===== config.mk =====
export PLATFORM = sky130hd
export DESIGN_NAME = mips_cpu_ifetch
export DESIGN_NICKNAME = d
export VERILOG_FILES = /design/src/rtl/mips_cpu_ifetch.sv
export SDC_FILE = /design/constraint.sdc
export NUM_CORES = 1
export LEC_CHECK = 0
export CORE_UTILIZATION = 30
export CTS_CLUSTER_DIAMETER = 200
export DETAILED_ROUTE_END_ITERATION = 8
export HOLD_SLACK_MARGIN = 0.02
export PLACE_DENSITY_LB_ADDON = 0.2
export SYNTH_ARGS = -nofsm -noshare
export SYNTH_HDL_FRONTEND = slang
export SYNTH_SLANG_ARGS = --single-unit

===== constraint.sdc =====
create_clock -name clk -period 4.3 [get_ports clk]
set_input_delay 0.43 -clock clk [delete_from_list [all_inputs] [get_ports clk]]
set_output_delay 0.43 -clock clk [all_outputs]
set_load 0.02 [all_outputs]

===== src/rtl/mips_cpu_ifetch.sv =====
// Instruction fetch: owns the PC, drives the combinational instruction port, registers the word for decode.
// Latency 1 cycle from instr_address to instr_word; stall freezes PC and fetch register (redirect kept pending).
// Optional misaligned-PC fault guarded by IFETCH_ALIGN_CHECK_EN; default build ties fault low.
module mips_cpu_ifetch #(
    parameter logic [31:0] RESET_VECTOR = 32'hBFC00000,
    parameter logic [31:0] HALT_ADDR    = 32'h00000000
) (
    input  logic        clk,
    input  logic        reset,
    input  logic        stall,
    input  logic        redirect_valid,
    input  logic [31:0] redirect_target,
    output logic [31:0] instr_address,
    input  logic [31:0] instr_readdata,
    output logic        instr_valid,
    output logic [31:0] instr_word,
    output logic [31:0] instr_pc,
    output logic        active,
    output logic [31:0] fetch_count,
    output logic        fault
);
    typedef enum logic [1:0] {RUN, PEND, HALT} state_t;

    state_t      state;
    logic [31:0] pc;
    logic [31:0] pend_target;
    logic        misaligned;

`ifdef IFETCH_ALIGN_CHECK_EN
    logic fault_q;
    assign misaligned = (pc[1:0] != 2'b00);
    assign fault      = fault_q;
`else
    assign misaligned = 1'b0;
    assign fault      = 1'b0;
`endif

    assign instr_address = pc;

    always_ff @(posedge clk) begin
        if (reset) begin
            state       <= RUN;
            pc          <= RESET_VECTOR;
            pend_target <= '0;
            instr_valid <= 1'b0;
            instr_word  <= '0;
            instr_pc    <= '0;
            active      <= 1'b1;
            fetch_count <= '0;
`ifdef IFETCH_ALIGN_CHECK_EN
            fault_q     <= 1'b0;
`endif
        end else begin
            case (state)
                RUN, PEND: begin
                    if (!stall) begin
                        if (misaligned) begin
`ifdef IFETCH_ALIGN_CHECK_EN
                            fault_q <= 1'b1;
`endif
                            instr_valid <= 1'b0;
                            active      <= 1'b0;
                            state       <= HALT;
                        end else if (pc == HALT_ADDR) begin
                            instr_valid <= 1'b0;
                            active      <= 1'b0;
                            state       <= HALT;
                        end else begin
                            // The word fetched alongside a redirect is the delay slot and is always issued
                            instr_word  <= instr_readdata;
                            instr_pc    <= pc;
                            instr_valid <= 1'b1;
                            if (fetch_count != 32'hFFFFFFFF)
                                fetch_count <= fetch_count + 32'd1;
                            if (state == PEND)
                                pc <= pend_target;
                            else if (redirect_valid)
                                pc <= redirect_target;
                            else
                                pc <= pc + 32'd4;
                            state <= RUN;
                        end
                    end else if (state == RUN && redirect_valid) begin
                        pend_target <= redirect_target;
                        state       <= PEND;
                    end
                end
                default: state <= HALT;
            endcase
        end
    end
endmodule


==> insert_results.sql <==
INSERT INTO impl_metrics (metric_group, metric, value, unit) VALUES
('critical_path', 'ff2ff_path_depth', '6', ''),
('timing', 'report.final.setup_viol', '0', ''),
('yosys', 'synthesis.instances', '997', ''),
('yosys', 'netlist-cell-type-count', '52', ''),
('layout', 'post_layout_util', '42.3', '%'),
('power', 'power-per-cell-area', '367', 'mW/mm^2'),
('placement', 'gp_congestion', '0.800', ''),
('global_routing', 'first_global_vias', '6881', ''),
('critical_path', 'critPathSlowestCell', 'sky130_fd_sc_hd__nor4_1', ''),
('global_routing', 'grt_remaining_overflow', '0', ''),
('detailed_routing', 'routedWlPerCell', '17.0', 'um'),
('layout', 'nets', '1210', ''),
('floorplan', 'core.rowCount', '57', ''),
('critical_path', 'start_kind', 'flop', ''),
('critical_path', 'crit_path_arrival_time', '3.20', 'ns'),
('critical_path', 'worst_path_largest_cell_delay', '1.06', 'ns'),
('clock_tree', 'tritoncts.num_buffers', '17', ''),
('detailed_routing', 'drt_pre_antenna_iters', '5', ''),
('yosys', 'proportion_of_synthesized_flip_flops_having_asynchronous_set_or_reset', '0', '%'),
('clock_tree', 'cts.htree.levels', '4', ''),
('detailed_routing', 'detailroute.via_count', '7696', ''),
('clock_tree', 'clkTransAtPathRegs', '0.06', 'ns'),
('power', 'max-vdd-ir-drop', '193', 'uV'),
('detailed_routing', 'routed_wirelength', '25.0', 'mm'),
('critical_path', 'critPathCaptureType', 'flop', ''),
('yosys', 'synth-edff-count', '0', ''),
('clock_tree', 'cts_buffer_depth', '2', ''),
('detailed_routing', 'route.detailed.drc', '0', ''),
('flow_run', 'maxCapViolations', '0', ''),
('yosys', 'ys_ff_latch', '164', ''),
('layout', 'regArea', '0.00328', 'mm^2'),
('floorplan', 'design.core.area', '0.0246', 'mm^2'),
('worst_hold_path', 'holdCritPathClass', 'reg2reg', ''),
('placement', 'dp_hpwl', '16.7', 'mm'),
('timing', 'fin_crit_sh', '66.2', '%'),
('timing', 'final_hold_viol_count', '0', ''),
('layout', 'areaGrowthSynthToFinish', '36.8', '%'),
('critical_path', 'worst_ep_required_time', '4.65', 'ns'),
('timing', 'fin_crit', '2.85', 'ns'),
('floorplan', 'die_area', '0.0260', 'mm^2'),
('clock_tree', 'cts-root-buf', 'sky130_fd_sc_hd__clkbuf_16', ''),
('power', 'power.sequential.fraction', '43.8', '%'),
('floorplan', 'dieWidth', '161', 'um'),
('layout', 'antenna_cells', '0', ''),
('placement', 'i_o_buffers', '197', ''),
('timing', 'final_slew_viol_count', '0', ''),
('timing', 'max-slew-margin-rel', '20.9', '%'),
('floorplan', 'ioPinCount', '199', ''),
('timing', 'max_freq', '351', 'MHz'),
('power', 'p_comb_share', '13.6', '%'),
('power', 'sw_frac_of_total', '26.0', '%'),
('layout', 'layout.cells.most_common_list', 'sky130_fd_sc_hd__nand2_1 (242), sky130_fd_sc_hd__clkdlybuf4s50_1 (196), sky130_fd_sc_hd__dfxtp_1 (164), sky130_fd_sc_hd__a21oi_1 (154), sky130_fd_sc_hd__nor2_1 (39)', ''),
('outcome', 'outcome', 'finished, final reports clean', ''),
('floorplan', 'die_height', '161', 'um'),
('layout', 'layout.filler_cells', '2506', ''),
('global_routing', 'grt_pass1_wl', '39.0', 'mm'),
('global_routing', 'grt_start_max_net_pins', '68', ''),
('worst_hold_path', 'hold-path-cell-count', '2', ''),
('global_routing', 'grt_antenna_before_repair', '0', ''),
('critical_path', 'timing.critical_path.cells', 'ha_1, nand4_1, nor4_1, nand4_1, o311a_1, o211ai_1', ''),
('timing', 'fin_worst_hold_slack', '0.451', 'ns'),
('detailed_routing', 'viasPerCell', '5.22', ''),
('critical_path', 'path_max_fanout', '7', ''),
('clock_tree', 'clock_tree_from_tritoncts', 'built', ''),
('clock_tree', 'number_of_gates_resized_after_cts', '0', ''),
('yosys', 'postSynth.topFlopCell', 'sky130_fd_sc_hd__dfxtp_1', ''),
('placement', 'placed_area', '0.00979', 'mm^2'),
('power', 'intPower', '2.83', 'mW'),
('layout', 'layout_cell_share_with_drive_strength_beyond_1', '5.48', '%'),
('power', 'clock_power_share', '42.5', '%'),
('layout', 'final_common_cell', 'sky130_fd_sc_hd__nand2_1', '');
kinds of logic after synthesis:
family          synth area share, %
compound gates                 20.9
xor+xnor                       1.15
fa+ha+maj                     0.493
buf+inv                        5.05
flops                          43.2
mux                            1.68
other cells                  0.0493
simple gates                   27.5
stage by stage:
step / power (mW) / instances
2_1_floorplan: 1.97 / 997
3_3_place_gp: 2.23 / 1444
3_5_place_dp: 2.23 / 1444
4_1_cts: 3.87 / 1474
5_1_grt: 3.98 / 1474
6_report: 3.82 / 1474
power by group through the flow:
stage	registers [mW]	clock network, mW	logic, mW
6_report	1.67	1.63	0.520
5_1_grt	1.68	1.74	0.563
4_1_cts	1.67	1.67	0.525
3_5_place_dp	1.71	0	0.523
3_3_place_gp	1.71	0	0.520
2_1_floorplan	1.74	0	0.230
layout make-up:
cell class / count / area share, %
Multi-Input combinational cell: 737 / 38.3
Sequential cell: 164 / 31.5
Timing Repair Buffer: 209 / 20.0
Clock buffer: 22 / 4.46
Tap cell: 324 / 3.89
Clock inverter: 8 / 1.45
Inverter: 10 / 0.361
metal layers:
| metal | global-route usage (%) | vias to the layer above | routed length (um) | share of wire, % |
|---|---|---|---|---|
| met5 | 0 | - | 0 | 0 |
| met4 | 5.02 | 0 | 343 | 1.4 |
| met3 | 3.98 | 23 | 1330 | 5.3 |
| met2 | 29.8 | 225 | 11600 | 46 |
| met1 | 26.4 | 3620 | 11800 | 47 |
| li1 | - | 3828 | - | - |
synth_stat cells, types with 14 or more instances:
master                     instances  area share, %
sky130_fd_sc_hd__a21oi_1         155             10
sky130_fd_sc_hd__nand3_1          30            2.0
sky130_fd_sc_hd__a211oi_1         14            1.4
sky130_fd_sc_hd__o21ai_0          35            2.3
sky130_fd_sc_hd__nor4_1           14            1.2
sky130_fd_sc_hd__or4_1            29            2.9
sky130_fd_sc_hd__clkbuf_1         67            3.3
sky130_fd_sc_hd__nand4_1          18            1.5
sky130_fd_sc_hd__o31ai_1          25            2.5
sky130_fd_sc_hd__nor2_1           39            1.9
sky130_fd_sc_hd__buf_2            16            1.1
sky130_fd_sc_hd__nand2_1         242             12
sky130_fd_sc_hd__dfxtp_1         164             43
worst max-delay path: cells and delay by family, from the launching register on:
family	cells	cell delay, ns
fa+ha+maj	1	0.30
compound gates	2	0.50
flops	1	0.50
simple gates	3	1.48
registers in the layout, summed over array words and instances, names as in the netlist:
register and count:
active 1, fetch_count 32, instr_address 32, instr_pc 32, instr_valid 1, instr_word 32, pend_target 32, state 2
path summary, 6_finish.rpt:
check	from	slack, ns	end
max	instr_address[3]$_SDFFE_PP0P_	1.45	instr_address[26]$_SDFFE_PP1P_
min	pend_target[26]$_SDFFE_PP0P_	0.45	pend_target[26]$_SDFFE_PP0P_
max reg2reg	instr_address[3]$_SDFFE_PP0P_	1.45	instr_address[26]$_SDFFE_PP1P_
min reg2reg	pend_target[26]$_SDFFE_PP0P_	0.45	pend_target[26]$_SDFFE_PP0P_
Power figures use the tool's default switching activity.
